File: config.mk
export PLATFORM = sky130hd
export DESIGN_NAME = uart_receive_flat
export DESIGN_NICKNAME = d
export VERILOG_FILES = /design/src/rtl/uart_receive_if.sv /design/src/rtl/uart_receive.sv /design/src/flat_wrapper.sv
export SDC_FILE = /design/constraint.sdc
export NUM_CORES = 1
export LEC_CHECK = 0
export ABC_AREA = 1
export CORE_AREA = 2 2 59 61
export CTS_BUF_LIST = sky130_fd_sc_hd__clkbuf_16
export DETAILED_ROUTE_END_ITERATION = 6
export DIE_AREA = 0 0 61 63
export GPL_TIMING_DRIVEN = 0
export MAX_ROUTING_LAYER = met4
export PLACE_DENSITY = 0.78
export SYNTH_ARGS = -nofsm -noshare
export SYNTH_HDL_FRONTEND = slang
export SYNTH_SLANG_ARGS = --single-unit
File: constraint.sdc
create_clock -name i_clock -period 1.7 [get_ports i_clock]
set_clock_uncertainty 0.05 [all_clocks]
set_input_delay 0.425 -clock i_clock [delete_from_list [all_inputs] [get_ports i_clock]]
set_output_delay 0.425 -clock i_clock [all_outputs]
set_load 0.02 [all_outputs]
File: src/rtl/uart_receive_if.sv
// rtl/uart_receive_if.sv - received-byte handshake bundle for uart_receive
// Error pulses exist only when UART_RECEIVE_ERROR_EN is defined.
interface uart_receive_if;
    logic [7:0] o_data;
    logic       o_data_valid;
    logic       i_data_ready;
`ifdef UART_RECEIVE_ERROR_EN
    logic       o_frame_error;
    logic       o_overrun;

    modport master (output o_data, output o_data_valid, input i_data_ready,
                    output o_frame_error, output o_overrun);
    modport slave  (input o_data, input o_data_valid, output i_data_ready,
                    input o_frame_error, input o_overrun);
`else
    modport master (output o_data, output o_data_valid, input i_data_ready);
    modport slave  (input o_data, input o_data_valid, output i_data_ready);
`endif
endinterface

File: src/rtl/uart_receive.sv
// rtl/uart_receive.sv - UART 8N1 receiver with single-entry valid/ready output buffer
// Optional frame-error/overrun pulses under UART_RECEIVE_ERROR_EN.
module uart_receive #(
    parameter int CLOCK_FREQUENCY = 125_000_000,
    parameter int BAUD_RATE       = 115_200
) (
    input  logic              i_clock,
    input  logic              i_reset,
    input  logic              i_rx,
    uart_receive_if.master    rx_if
);
    localparam int N_CLOCKS = CLOCK_FREQUENCY / BAUD_RATE;
    localparam int N_WIDTH  = $clog2(N_CLOCKS);
    localparam logic [N_WIDTH-1:0] LAST_COUNT = N_WIDTH'(N_CLOCKS - 1);
    localparam logic [N_WIDTH-1:0] MID_COUNT  = N_WIDTH'(N_CLOCKS / 2 - 1);

    typedef enum logic [2:0] {
        S_IDLE,
        S_START,
        S_DATA,
        S_STOP,
        S_WAIT_HIGH
    } state_t;

    state_t             state_q, state_d;
    logic               rx_meta_q, rx_meta_d;
    logic               rx_s_q, rx_s_d;
    logic [N_WIDTH-1:0] count_q, count_d;
    logic [3:0]         bit_count_q, bit_count_d;
    logic [7:0]         shift_q, shift_d;
    logic [7:0]         data_q, data_d;
    logic               valid_q, valid_d;
    logic               deliver;
`ifdef UART_RECEIVE_ERROR_EN
    logic               frame_error_q, frame_error_d;
    logic               overrun_q, overrun_d;
`endif

    always_ff @(posedge i_clock) begin
        if (i_reset) begin
            state_q       <= S_IDLE;
            rx_meta_q     <= 1'b1;
            rx_s_q        <= 1'b1;
            count_q       <= '0;
            bit_count_q   <= '0;
            shift_q       <= 8'h00;
            data_q        <= 8'h00;
            valid_q       <= 1'b0;
`ifdef UART_RECEIVE_ERROR_EN
            frame_error_q <= 1'b0;
            overrun_q     <= 1'b0;
`endif
        end else begin
            state_q       <= state_d;
            rx_meta_q     <= rx_meta_d;
            rx_s_q        <= rx_s_d;
            count_q       <= count_d;
            bit_count_q   <= bit_count_d;
            shift_q       <= shift_d;
            data_q        <= data_d;
            valid_q       <= valid_d;
`ifdef UART_RECEIVE_ERROR_EN
            frame_error_q <= frame_error_d;
            overrun_q     <= overrun_d;
`endif
        end
    end

    always_comb begin
        state_d     = state_q;
        rx_meta_d   = i_rx;
        rx_s_d      = rx_meta_q;
        count_d     = count_q + 1'b1;
        bit_count_d = bit_count_q;
        shift_d     = shift_q;
        data_d      = data_q;
        valid_d     = valid_q;
        deliver     = 1'b0;
`ifdef UART_RECEIVE_ERROR_EN
        frame_error_d = 1'b0;
        overrun_d     = 1'b0;
`endif

        case (state_q)
            S_IDLE: begin
                count_d = '0;
                if (!rx_s_q) begin
                    state_d = S_START;
                end
            end
            S_START: begin
                // Re-check at mid start bit so short low glitches are ignored.
                if (count_q == MID_COUNT) begin
                    count_d     = '0;
                    bit_count_d = '0;
                    state_d     = rx_s_q ? S_IDLE : S_DATA;
                end
            end
            S_DATA: begin
                if (count_q == LAST_COUNT) begin
                    count_d     = '0;
                    shift_d     = {rx_s_q, shift_q[7:1]};
                    bit_count_d = bit_count_q + 4'd1;
                    if (bit_count_q == 4'd7) begin
                        bit_count_d = '0;
                        state_d     = S_STOP;
                    end
                end
            end
            S_STOP: begin
                // Leaving at mid stop bit leaves half a bit to catch the next start edge.
                if (count_q == LAST_COUNT) begin
                    count_d = '0;
                    if (rx_s_q) begin
                        deliver = 1'b1;
                        state_d = S_IDLE;
                    end else begin
`ifdef UART_RECEIVE_ERROR_EN
                        frame_error_d = 1'b1;
`endif
                        state_d = S_WAIT_HIGH;
                    end
                end
            end
            S_WAIT_HIGH: begin
                count_d = '0;
                if (rx_s_q) begin
                    state_d = S_IDLE;
                end
            end
            default: begin
                count_d = '0;
                state_d = S_IDLE;
            end
        endcase

        // A new byte may replace one being consumed on the same edge.
        if (deliver) begin
            if (!valid_q || rx_if.i_data_ready) begin
                data_d  = shift_q;
                valid_d = 1'b1;
            end else begin
`ifdef UART_RECEIVE_ERROR_EN
                overrun_d = 1'b1;
`endif
            end
        end else if (valid_q && rx_if.i_data_ready) begin
            valid_d = 1'b0;
        end
    end

    assign rx_if.o_data       = data_q;
    assign rx_if.o_data_valid = valid_q;
`ifdef UART_RECEIVE_ERROR_EN
    assign rx_if.o_frame_error = frame_error_q;
    assign rx_if.o_overrun     = overrun_q;
`endif
endmodule
File: src/flat_wrapper.sv
// flat-port wrapper written by rule: the top's interface ports become plain ports
module uart_receive_flat 
#(
    parameter int CLOCK_FREQUENCY = 125_000_000,
    parameter int BAUD_RATE       = 115_200
)
  (i_clock, i_reset, i_rx, rx_if_o_data, rx_if_o_data_valid, rx_if_i_data_ready);
  uart_receive_if rx_if_i ();
  input  logic i_clock;
  input  logic i_reset;
  input  logic i_rx;
  output wire logic [$bits(rx_if_i.o_data)-1:0] rx_if_o_data;
  output wire logic [$bits(rx_if_i.o_data_valid)-1:0] rx_if_o_data_valid;
  input wire logic [$bits(rx_if_i.i_data_ready)-1:0] rx_if_i_data_ready;
  assign rx_if_o_data = rx_if_i.o_data;
  assign rx_if_o_data_valid = rx_if_i.o_data_valid;
  assign rx_if_i.i_data_ready = rx_if_i_data_ready;
  uart_receive #(.CLOCK_FREQUENCY(CLOCK_FREQUENCY), .BAUD_RATE(BAUD_RATE)) u_core (.i_clock(i_clock), .i_reset(i_reset), .i_rx(i_rx), .rx_if(rx_if_i));
endmodule
Yosys cells after proc, flatten, opt, wreduce, memory -nomap -nowiden
Cells that the tools add are included.
- bits in registers: 37
- input port bits: 4
- output and inout bits: 9
- logic and storage cells: 58
- $add $sub $neg: 2
- eq/ne operators: 14
- multiplexer cells: 22
- reductions and logical operators: 12
- operators by type and width (operator ; count):
    two-way mux 11 bit ; 2
    case mux 11 bit (2 select lines) ; 1
    two-way mux 3 bit ; 7
    case mux 3 bit (5 select lines) ; 1
    two-way mux 4 bit ; 3
    adder 11 x 1 -> 11 bit, second input constant ; 1
    equality test 11 x 10 -> 1 bit, second input constant ; 1
    equality test 11 bit, second input constant ; 1
    inequality test 2 x 1 -> 1 bit, second input constant ; 5
    case mux 4 bit (2 select lines) ; 1
    equality test 3 x 2 -> 1 bit, second input constant ; 2
    two-way mux 1 bit ; 6
    AND reduction 2 bit ; 3
    AND reduction 6 bit ; 1
    adder 4 x 1 -> 4 bit, second input constant ; 1
    equality test 4 x 3 -> 1 bit, second input constant ; 1
    inequality test 2 bit, second input constant ; 2
    nonzero test 2 bit ; 2
    equality test 3 x 1 -> 1 bit, second input constant ; 1
    equality test 3 bit, second input constant ; 1
    logical NOT 3 bit ; 1
    AND reduction 3 bit ; 1
    two-way mux 2 bit ; 1
    OR reduction 2 bit ; 1
    3 further kinds ; 3

Depth between registers and ports, before layout
- depth in word-level cells: 5
- gate-level depth with buffers: 12
- depth with buffers taken out: 12

Least setup slack after synthesis
No wires, ideal clock.
- path type: reg2reg
- start: register u_core.count_q[0]
- end: register u_core.shift_q[0]
- arrival: 1.305 ns
- slack: 0.226 ns
- cell stages (with the launch flop): 11
- cells stage by stage: dfxtp_1 -> inv_1 -> ha_1 -> nand2_1 -> inv_1 -> nand2_1 -> nor2_1 -> nand3_2 -> clkinv_1 -> o21ai_0 -> a21oi_1
- word-level cells in the longest chain between the ends: 2
- RTL lines (item ; line ; source):
    start, declared ; uart_receive.sv:28 ; logic [N_WIDTH-1:0] count_q, count_d;
    start signal, assigned ; uart_receive.sv:57 ; count_q <= count_d;
    equality test 11 bit ; uart_receive.sv:100 ; if (count_q == LAST_COUNT) begin
    AND reduction 2 bit (no source line) ; -- ;
    end signal, assigned ; uart_receive.sv:59 ; shift_q <= shift_d;
    end, declared ; uart_receive.sv:30 ; logic [7:0] shift_q, shift_d;
Every way passes these cells.
A chain may end at the register's enable or synchronous reset.

Worst setup path after layout
- start: register u_core.count_q[1]
- end: register u_core.count_q[7]
- word-level cells in the longest chain between the ends: 3
- RTL lines (item ; line ; source):
    adder 11 x 1 -> 11 bit, or another cell as far along ; uart_receive.sv:73 ; count_d = count_q + 1'b1;
    two-way mux 11 bit (on tied branches) ; uart_receive.sv:100, uart_receive.sv:112, uart_receive.sv:93 ;
    case mux 11 bit (2 select lines) (*) ; uart_receive.sv:84 ; case (state_q)
Mark *: on every way between the ends. The rest lies on a longest branch, timed or not.

==> impl_metrics.tcl <==
set metrics [dict create \
    wl_um 3310 \
    grt_max_degree 13 \
    track_usage_pct 20.4 \
    ys_seq_area_share_pct 42.5 \
    power_leakage_nw 1.08 \
    cp-start-kind "flip-flop" \
    drtPass1Iterations 4 \
    endpoint_kind "flip-flop" \
    initial_utilization_pct 54.0 \
    slew_violations 0 \
    netlist_instances 255 \
    synth_seq_cells 37 \
    slew_headroom_pct 83.9 \
    via_per_inst 4.73 \
    worstSetupPathType "reg -> reg" \
    post-synth-top-count-cell "nor2_1" \
    pwr_density_cell_nw_per_um2 1100 \
    finalSetupViolations 0 \
    drive_gt1_share_pct 11.5 \
    synth_area_leaders "dfxtp_1 42%, nor2_1 14%, nand2_1 12%" \
    ys_types 24 \
    drc 0 \
    synthFlopType "dfxtp_1" \
    final_cell_area_um2 2170 \
    cts_made_buffers 5 \
    num_vias 1537 \
    hold_viol 0 \
    die_w_um 61 \
    fin_ws_ns 0.141 \
    grt_pass1_vias 1410 \
    synth_fp_nets 263 \
    rows 21 \
    fill_cells 301 \
    cp_cell_sequence "inv_1, ha_1, nand2_1, nor2_1, nand3_2, nand2_1, nand2_1, nand4_1, clkbuf_4, nor2_1" \
    grt.overflow.total 0 \
    async_flop_share_pct 0 \
    hpwlAfterDp_um 2180 \
    io_buffer_count 12 \
    path_buf_inv 2 \
    gp_congestion 0.821 \
    wl_per_cell_um 10.2 \
    p_total_w 0.00237 \
    cp_max_fo 10 \
    cts_tree "yes" \
    grt_pass1_wl_um 5710 \
    netlist_area_um2 1740 \
    synth_edf_count 0 \
    cpMostUsedCell "nand2_1" \
    tightest_slew_ns 0.242 \
    tns_ns 0 \
    cp_slowest_cell "dfxtp_1" \
    cp.arrival_ns 1.68 \
    syn2layout_area_growth_pct 24.2 \
    die-area_um2 3840 \
    timing.fmax_ghz 0.641 \
    required_ns 1.82 \
    fin_nets 286 \
    post_dp_cell_area_um2 1920 \
    clockBufferDepth 2 \
    diodes 0 \
    vdd_drop_max_mv 0.534 \
    synth.largest_area_cell "dfxtp_1" \
    antenna_found_initial 0 \
    cts-root-buf "clkbuf_16" \
    die_h_um 63 \
    cap_violations 0 \
    hp-class "reg -> reg" \
    insertion_delay_ns 0.28 \
    initialDrtViolationCount 46 \
    core_area_um2 3230 \
    io_pins 13 \
    dp_slack_ns -0.148 \
    synth_commonest_cells "64 x nor2_1, 54 x nand2_1, 37 x dfxtp_1" \
    critical-path-max-stage-delay_ns 0.32 \
    ant_nets 0 \
    cts.hold.buffers_added 0 \
    period_share_pct 91.7 \
    status "complete, no violations" \
    final_core_util_pct 67.1 \
    cts_sinks 37 \
    htree_levels 2 \
    period_needed_ns 1.56 \
    synth_area_per_cell_um2 6.84 \
    cp_top_family "simple AND/OR/NAND/NOR gates" \
    clkSlewWorstSetupHoldPaths_ns 0.06 \
    yosys_warnings 0 \
    synth_top_area_share_pct 42.5 \
]
## per-stage QoR
| step | cells | hold slack [ns] |
|---|---|---|
| finish | 325 | 0.363 |
| global route | 325 | 0.374 |
| CTS | 321 | 0.367 |
| detailed placement | 313 | 0.346 |
| global placement | 313 | 0.343 |
| floorplan | 255 | 0.339 |
## registers in the layout, indices dropped and copies added (netlist names)
signal	cells
u_core.count_q	11
u_core.rx_if.o_data	8
u_core.shift_q	8
u_core.bit_count_q	4
u_core.state_q	3
u_core.rx_if.o_data_valid	1
u_core.rx_meta_q	1
u_core.rx_s_q	1
## cell usage in the layout (no fill, tap or decap), types with 2 or more instances in the layout
cell and n:
nor2_1 63, nand2_1 52, dfxtp_1 36, inv_1 33
nand3_1 12, o21ai_0 10, dlymetal6s2s_1 7, a21oi_1 6
xor2_1 6, nand4_1 5, clkbuf_16 5, ha_1 4
nand2_2 3, inv_2 3, nor3_1 3, or2_2 3
clkdlybuf4s50_1 3, nor2_4 2, nand3_2 2, nand3_4 2
clkinvlp_4 2, dlygate4sd2_1 2, buf_4 2
## power breakdown
part           leakage, nW  total [W]  internal [W]  switching (W)
registers            0.300   0.000967      0.000919      0.0000482
clock network       0.0775    0.00104      0.000686       0.000354
logic                0.707   0.000366      0.000129       0.000237
## routing by layer
layer	share of wire [%]	track usage, %	up-vias	wire (um)
li1	-	-	828	-
met1	46	24.3	681	1530
met2	48	31.7	22	1590
met3	3.4	5.59	6	114
met4	2.1	8.97	0	70
met5	0	-	-	0
## final timing paths
check,start,end,cells past startpoint,slack [ns]
worst min register to register,u_core.rx_meta_q,u_core.rx_s_q,1,0.36
worst max-delay path,u_core.count_q[1],u_core.count_q[7],10,0.14
worst min-delay path,u_core.rx_meta_q,u_core.rx_s_q,1,0.36
worst max register to register,u_core.count_q[1],u_core.count_q[7],10,0.14
## logic make-up after synthesis
group / Yosys count / share of synthesized area (%)
adder cells (fa/ha/maj): 4 / 2.87
AND/OR/NAND/NOR: 149 / 36.9
AO/OA/AOI/OAI: 17 / 4.88
buffers and inverters: 41 / 9.40
XOR/XNOR: 7 / 3.52
flip-flops: 37 / 42.5
## area by class of cell
class | count | area (um^2) | area share (%)
multi-input combinational | 178 | 875 | 40.4
sequential | 37 | 742 | 34.2
timing repair buffer | 14 | 150 | 6.93
inverter | 37 | 143 | 6.58
clock buffer | 5 | 125 | 5.77
tap | 46 | 57.6 | 2.66
clock inverter | 3 | 41.3 | 1.91
buffer | 4 | 28.8 | 1.33
timing repair inverter | 1 | 5.00 | 0.231
## timing repair
action | CTS | global route
endpoints found under the hold margin | 0 | 0
setup buffers | 0 | 2
endpoints found under the setup margin | 2 | 32
cloned | 0 | 2
pin swaps | 0 | 1
resized for setup | 2 | 19
(Power assumes the default switching activity.)
